--- src/rtl/mario_pkg.sv ---
// Shared types and constants for the Mario sprite fetch block: animation states,
// ROM frame indices and the transparent colour key.
package mario_pkg;

  typedef enum logic [1:0] {
    ST_STAND = 2'd0,
    ST_WALK  = 2'd1,
    ST_JUMP  = 2'd2
  } anim_state_t;

  localparam logic [2:0]  FRAME_STAND     = 3'd0;
  localparam logic [2:0]  FRAME_WALK0     = 3'd1;
  localparam logic [2:0]  FRAME_JUMP      = 3'd4;
  localparam int          FRAME_WORDS     = 256;
  localparam logic [23:0] TRANSPARENT_KEY = 24'hFF00FF;

  // Walk cycle is three frames long: 0 -> 1 -> 2 -> 0.
  function automatic logic [1:0] next_walk_phase(input logic [1:0] phase);
    return (phase == 2'd2) ? 2'd0 : phase + 2'd1;
  endfunction

endpackage

--- src/rtl/mario_anim_fsm.sv ---
// Animation state machine: picks stand/walk/jump once per video frame and
// steps the walk cycle every ANIM_DIV frames. Frame index is held between ticks.
module mario_anim_fsm
  import mario_pkg::*;
#(
  parameter int ANIM_DIV = 6
) (
  input  logic        clk,
  input  logic        rst,
  input  logic        frame_tick_i,
  input  logic        moving_i,
  input  logic        airborne_i,
  output logic [2:0]  frame_o,
  output anim_state_t state_o
);

  localparam int DIV_W = (ANIM_DIV > 1) ? $clog2(ANIM_DIV) : 1;
  localparam logic [DIV_W-1:0] DIV_MAX = DIV_W'(ANIM_DIV - 1);

  anim_state_t      state_q, state_d;
  logic [DIV_W-1:0] div_q, div_d;
  logic [1:0]       phase_q, phase_d;
  logic [2:0]       frame_q, frame_d;

  always_ff @(posedge clk or posedge rst) begin
    if (rst) begin
      state_q <= ST_STAND;
      div_q   <= '0;
      phase_q <= '0;
      frame_q <= FRAME_STAND;
    end else begin
      state_q <= state_d;
      div_q   <= div_d;
      phase_q <= phase_d;
      frame_q <= frame_d;
    end
  end

  always_comb begin
    state_d = state_q;
    div_d   = div_q;
    phase_d = phase_q;
    frame_d = frame_q;
    if (frame_tick_i) begin
      if (airborne_i) begin
        state_d = ST_JUMP;
        div_d   = '0;
        phase_d = '0;
        frame_d = FRAME_JUMP;
      end else if (moving_i) begin
        state_d = ST_WALK;
        if (state_q != ST_WALK) begin
          div_d   = '0;
          phase_d = '0;
        end else if (div_q == DIV_MAX) begin
          div_d   = '0;
          phase_d = next_walk_phase(phase_q);
        end else begin
          div_d   = div_q + 1'b1;
        end
        frame_d = FRAME_WALK0 + {1'b0, phase_d};
      end else begin
        state_d = ST_STAND;
        div_d   = '0;
        phase_d = '0;
        frame_d = FRAME_STAND;
      end
    end
  end

  assign frame_o = frame_q;
  assign state_o = state_q;

endmodule

--- src/rtl/mario_sprite_fetch.sv ---
// Raster-driven sprite fetch: hit test against the sprite box, ROM address
// generation with horizontal mirroring, and colour-key masking of the ROM word.
module mario_sprite_fetch
  import mario_pkg::*;
#(
  parameter int          SPRITE_W    = 16,
  parameter int          ANIM_DIV    = 6,
  parameter logic [23:0] TRANSPARENT = TRANSPARENT_KEY
) (
  input  logic        Clk,
  input  logic        Reset,
  input  logic        frame_tick,
  input  logic [9:0]  DrawX,
  input  logic [9:0]  DrawY,
  input  logic [9:0]  MarioX,
  input  logic [9:0]  MarioY,
  input  logic        moving,
  input  logic        airborne,
  input  logic        facing_left,
  output logic [10:0] rom_addr,
  input  logic [23:0] rom_data,
  output logic [23:0] pixel_rgb,
  output logic        pixel_on,
  output logic [1:0]  dbg_anim_state
);

  logic [2:0]  frame;
  anim_state_t anim_state;

  mario_anim_fsm #(.ANIM_DIV(ANIM_DIV)) u_fsm (
    .clk          (Clk),
    .rst          (Reset),
    .frame_tick_i (frame_tick),
    .moving_i     (moving),
    .airborne_i   (airborne),
    .frame_o      (frame),
    .state_o      (anim_state)
  );

  assign dbg_anim_state = anim_state;

  logic        facing_q;
  logic [10:0] rom_addr_q, rom_addr_d;
  logic        hit1_q, hit2_q;
  logic [23:0] pixel_rgb_q, pixel_rgb_d;
  logic        pixel_on_q, pixel_on_d;

  // Widened to 11 bits so a sprite near the right/bottom edge cannot wrap.
  logic [10:0] dx, dy, mx, my, off_x, off_y;
  logic        hit;
  logic [3:0]  col, row;

  always_comb begin
    dx    = {1'b0, DrawX};
    dy    = {1'b0, DrawY};
    mx    = {1'b0, MarioX};
    my    = {1'b0, MarioY};
    off_x = dx - mx;
    off_y = dy - my;
    hit   = (dx >= mx) && (dx < mx + 11'(SPRITE_W)) &&
            (dy >= my) && (dy < my + 11'(SPRITE_W));
    row   = off_y[3:0];
    col   = facing_q ? (4'hF - off_x[3:0]) : off_x[3:0];
    rom_addr_d = hit ? {frame, row, col} : 11'd0;
  end

  always_comb begin
    pixel_on_d  = hit2_q && (rom_data != TRANSPARENT);
    pixel_rgb_d = pixel_on_d ? rom_data : 24'd0;
  end

  always_ff @(posedge Clk or posedge Reset) begin
    if (Reset) begin
      facing_q    <= 1'b0;
      rom_addr_q  <= '0;
      hit1_q      <= 1'b0;
      hit2_q      <= 1'b0;
      pixel_rgb_q <= '0;
      pixel_on_q  <= 1'b0;
    end else begin
      if (frame_tick) facing_q <= facing_left;
      rom_addr_q  <= rom_addr_d;
      hit1_q      <= hit;
      hit2_q      <= hit1_q;
      pixel_rgb_q <= pixel_rgb_d;
      pixel_on_q  <= pixel_on_d;
    end
  end

  assign rom_addr  = rom_addr_q;
  assign pixel_rgb = pixel_rgb_q;
  assign pixel_on  = pixel_on_q;

endmodule

--- config.mk ---
export PLATFORM = sky130hd
export DESIGN_NAME = mario_sprite_fetch
export DESIGN_NICKNAME = d
export VERILOG_FILES = /design/src/rtl/mario_pkg.sv /design/src/rtl/mario_anim_fsm.sv /design/src/rtl/mario_sprite_fetch.sv
export SDC_FILE = /design/constraint.sdc
export NUM_CORES = 1
export LEC_CHECK = 0
export ABC_AREA = 0
export BUFFER_PORTS_ARGS = -buffer_cell sky130_fd_sc_hd__buf_2
export CAP_MARGIN = 0
export CORE_UTILIZATION = 49
export DETAILED_ROUTE_END_ITERATION = 7
export PLACE_DENSITY = 0.82
export RECOVER_POWER = 100
export SLEW_MARGIN = 15
export SYNTH_ARGS = -nofsm -noshare
export SYNTH_HDL_FRONTEND = slang
export SYNTH_SLANG_ARGS = --single-unit
--- constraint.sdc ---
create_clock -name Clk -period 1.9 [get_ports Clk]
set_clock_uncertainty 0.05 [all_clocks]
set_input_delay 0.38 -clock Clk [delete_from_list [all_inputs] [get_ports Clk]]
set_output_delay 0.38 -clock Clk [all_outputs]
set_load 0.02 [all_outputs]
==> key figures <==
Timing
  – Hold Fails Final Rpt: 0
  – Worst slew pin tran: 0.881 ns
  – Hold Worst Slack: between 0.2 and 0.25 ns
  – Final min period: 2.08 ns
  – Slew Viols, Final: 0
  – Setup ws final: -0.180 ns
  – Max Clk Rate: approximately 480 MHz
  – RSZ-0062 raised after global routing: true
  – Slew HR: between 40% and 50%
  – Fin crit share: 109%
  – Setup Viol. Count Final: 12

Floorplanning
  – Core area: 5540 um^2
  – Ports: 108
  – DIE AREA: approximately 6000 um^2
  – Chip height: 78.0 um
  – Row count: 27
  – Initial Utilization: between 50% and 60%
  – Die W: 78.0 um

Cells and area
  – Layout area overhead: 36.7%
  – Post-route cell area: 3870 um^2
  – Share of cells above drive strength 1: 31.9%
  – Nets: 532
  – Inserted Diodes: 0
  – Most frequent cells in the layout: 66 x buf_2, 49 x dfrtp_1, 40 x clkbuf_1
  – Most common cell after layout, fill and taps aside: buf_2

Setup path
  – Critical path origin: MarioY[5]
  – FF-to-FF Start: u_fsm.div_q[1]$_DFFE_PP0P_
  – Startpoint types: input port
  – Crit Path Max Fanout: 6
  – Most used cell, CP: a21o_1
  – CP Capture Type: flop
  – Worst Setup EP: rom_addr[5]$_DFF_PP0_
  – Worst path arrival time: 2.25 ns
  – Crit Path Class: input port to flop
  – Slowest stage delay, CP: 0.30 ns
  – Slowest CP cell: ha_1
  – Reg2reg end: u_fsm.frame_o[1]$_DFFE_PP0P_
  – Worst path required time: between 2 and 2.5 ns
  – R2R depth: 6
  – Reg-to-reg setup timing slack: approximately 0.18 ns
  – Cell chain of the critical path: buf_8, ha_4, and3_4, xnor2_2, ha_1, a21o_1, a21o_1, a22oi_1, nand4_1, buf_6, nor3b_2

Clock tree
  – CTS buffer count: 5
  – CTS tree: yes
  – Root Buffer: clkbuf_8
  – Worst-path clk slew: 0.08 ns
  – CTS Buffer Depth: 2
  – Quantity of hold-fixing buffers added after cts: 0
  – H-tree levels: 2
  – Clk Latency, worst-skew pair: 0.30 ns
  – CTS Sinks: 49

Global routing
  – GRT Total Usage: 21.4%
  – Initial antenna violation count: 0
  – Wire length of the first global-routing pass: 10200 um
  – Largest net degree at the start of global routing: 27
  – Grt ovf: 0
  – Vias in the first global route: 2449

Routing
  – Antenna-violating nets left: 0
  – DRC viols: 0
  – Routed WL: 6430 um
  – Initial DRC Count: 80
  – Pre-antenna DRT Iters: 4
  – Vias: 2516
  – Drt wl/cell: about 13 um
  – Via/cell ratio: just over 5

Job
  – Max cap viols: 0

Pwr
  – Power Dens Cells: 595 nW/um^2
  – Design Power: 0.00230 W
  – Leak: 1.97 nW
  – VDD IR max: 0.000369 V

Synth
  – Mapped Nets: just under 400
  – #FFs+latches synth: between 40 and 50
  – Yosys Warn Count: 0
  – Syn avg cell area: 10.1 um^2
  – Number of flops mapped to enable cells by yosys: 0
  – Sequential fraction of the synthesis area: 43.3%
  – Async SR Flop Fraction: 100%
  – Yosys cell types: 43
  – Cell Area, Synth: 2830 um^2
  – Mapped Cells: 280
  – Ys flop type: dfrtp_1

Placement
  – Routability cong.: 0.873
  – Detailed placer's ending HPWL: 5280 um
  – Placed cell area: 3800 um^2
  – Port buffer count: approximately 110
  – Pre-CTS WS: -0.509 ns

Hold path
  – Worst Hold Class: input port to async pin

Status
  – Failing checks: negative setup slack
  – Status: finished with violations
-- final cells by class --
| cell class | instances | area [um^2] |
|---|---|---|
| multi-input combinational | 193 | 1570 |
| timing repair buffer | 144 | 779 |
| tap | 72 | 90.1 |
| clock inverter | 2 | 15.0 |
| sequential | 49 | 1230 |
| fill | 447 | 1670 |
| clock buffer | 6 | 72.6 |
| inverter | 32 | 123 |
-- report_power, final --
group / switching [W] / internal [W] / total [W]
clock: 0.000320 / 0.000259 / 0.000579
combinational: 0.000328 / 0.000298 / 0.000626
sequential: 0.0000192 / 0.00108 / 0.00110
-- synthesized netlist by cell type (3+ instances only) --
library cell | count | area (um^2)
nor3b_1 | 3 | 22.5
ha_1 | 35 | 438
a21oi_1 | 20 | 100
nand4b_1 | 5 | 43.8
nand3b_1 | 4 | 30.0
clkbuf_1 | 3 | 11.3
xnor2_1 | 14 | 123
inv_1 | 32 | 120
nor2_1 | 8 | 30.0
dfrtp_1 | 49 | 1230
nand2_1 | 12 | 45.0
and2_1 | 24 | 150
nor3_1 | 10 | 50.1
o21ai_0 | 5 | 25.0
a21o_1 | 3 | 22.5
nand4_1 | 6 | 37.5
nand3_1 | 12 | 60.1
-- cells by family after synthesis --
logic type | synth area share (%)
xor gates and xnor gates | 4.95
muxes | 1.15
and+or+nand+nor | 19.7
DFF | 43.3
buffers and inverters | 5.26
adders and majority gates | 16.9
AOI/OAI and AO/OA | 8.79
-- state kept, by name, summed over array words and instances, names as in the netlist --
register	flops
pixel_rgb	24
rom_addr	11
u_fsm.div_q	3
u_fsm.frame_o	3
u_fsm.phase_q	2
u_fsm.state_o	2
facing_q	1
hit1_q	1
hit2_q	1
pixel_on	1
-- critical path: cells and delay by family --
family | cells | cell delay, ns
and+or+nand+nor | 3 | 0.47
buffers and inverters | 2 | 0.28
AOI/OAI and AO/OA | 3 | 0.53
xor gates and xnor gates | 1 | 0.13
adders and majority gates | 2 | 0.45
-- worst min-delay path by stage --
stage                      from                      end  slack (ns)  depth (start not counted)
5_1_grt            rom_data[10]  pixel_rgb[10]$_DFF_PP0_        0.25                          2
3_3_place_gp   hit1_q$_DFF_PP0_         hit2_q$_DFF_PP0_        0.28                          0
2_1_floorplan  hit1_q$_DFF_PP0_         hit2_q$_DFF_PP0_        0.28                          0
3_5_place_dp   hit1_q$_DFF_PP0_         hit2_q$_DFF_PP0_        0.30                          0
6_report                  Reset  pixel_rgb[10]$_DFF_PP0_        0.21                          2
4_1_cts                   Reset   pixel_rgb[6]$_DFF_PP0_        0.08                          2
-- metrics by stage --
| step | cells | util, % | setup TNS [ns] |
|---|---|---|---|
| floorplan | 280 | - | -2.48 |
| global placement | 488 | 68.6 | -8.10 |
| detailed placement | 488 | 68.6 | -9.25 |
| CTS | 498 | 70.9 | -1.28 |
| global route | 498 | 69.9 | -3.50 |
| finish | 498 | 69.9 | -1.80 |
-- timing repair --
item / CTS / global route
cloned: 1 / 0
resized for setup: 7 / 4
setup buffers: 1 / 0
setup endpoints to repair: 12 / 12
pin swaps: 9 / 3
-- per-layer routing --
metal  wire length, um  global-route usage (%)  vias to the layer above  share of wire, %
met2              3190                    40.7                      105                50
li1                  -                       -                     1256                 -
met5                 0                       0                        -                 0
met3               381                    2.79                        9               5.9
met1              2750                    24.2                     1146                43
met4               102                    8.15                        0               1.6
Note: power is estimated with default switching activity, not from simulation.
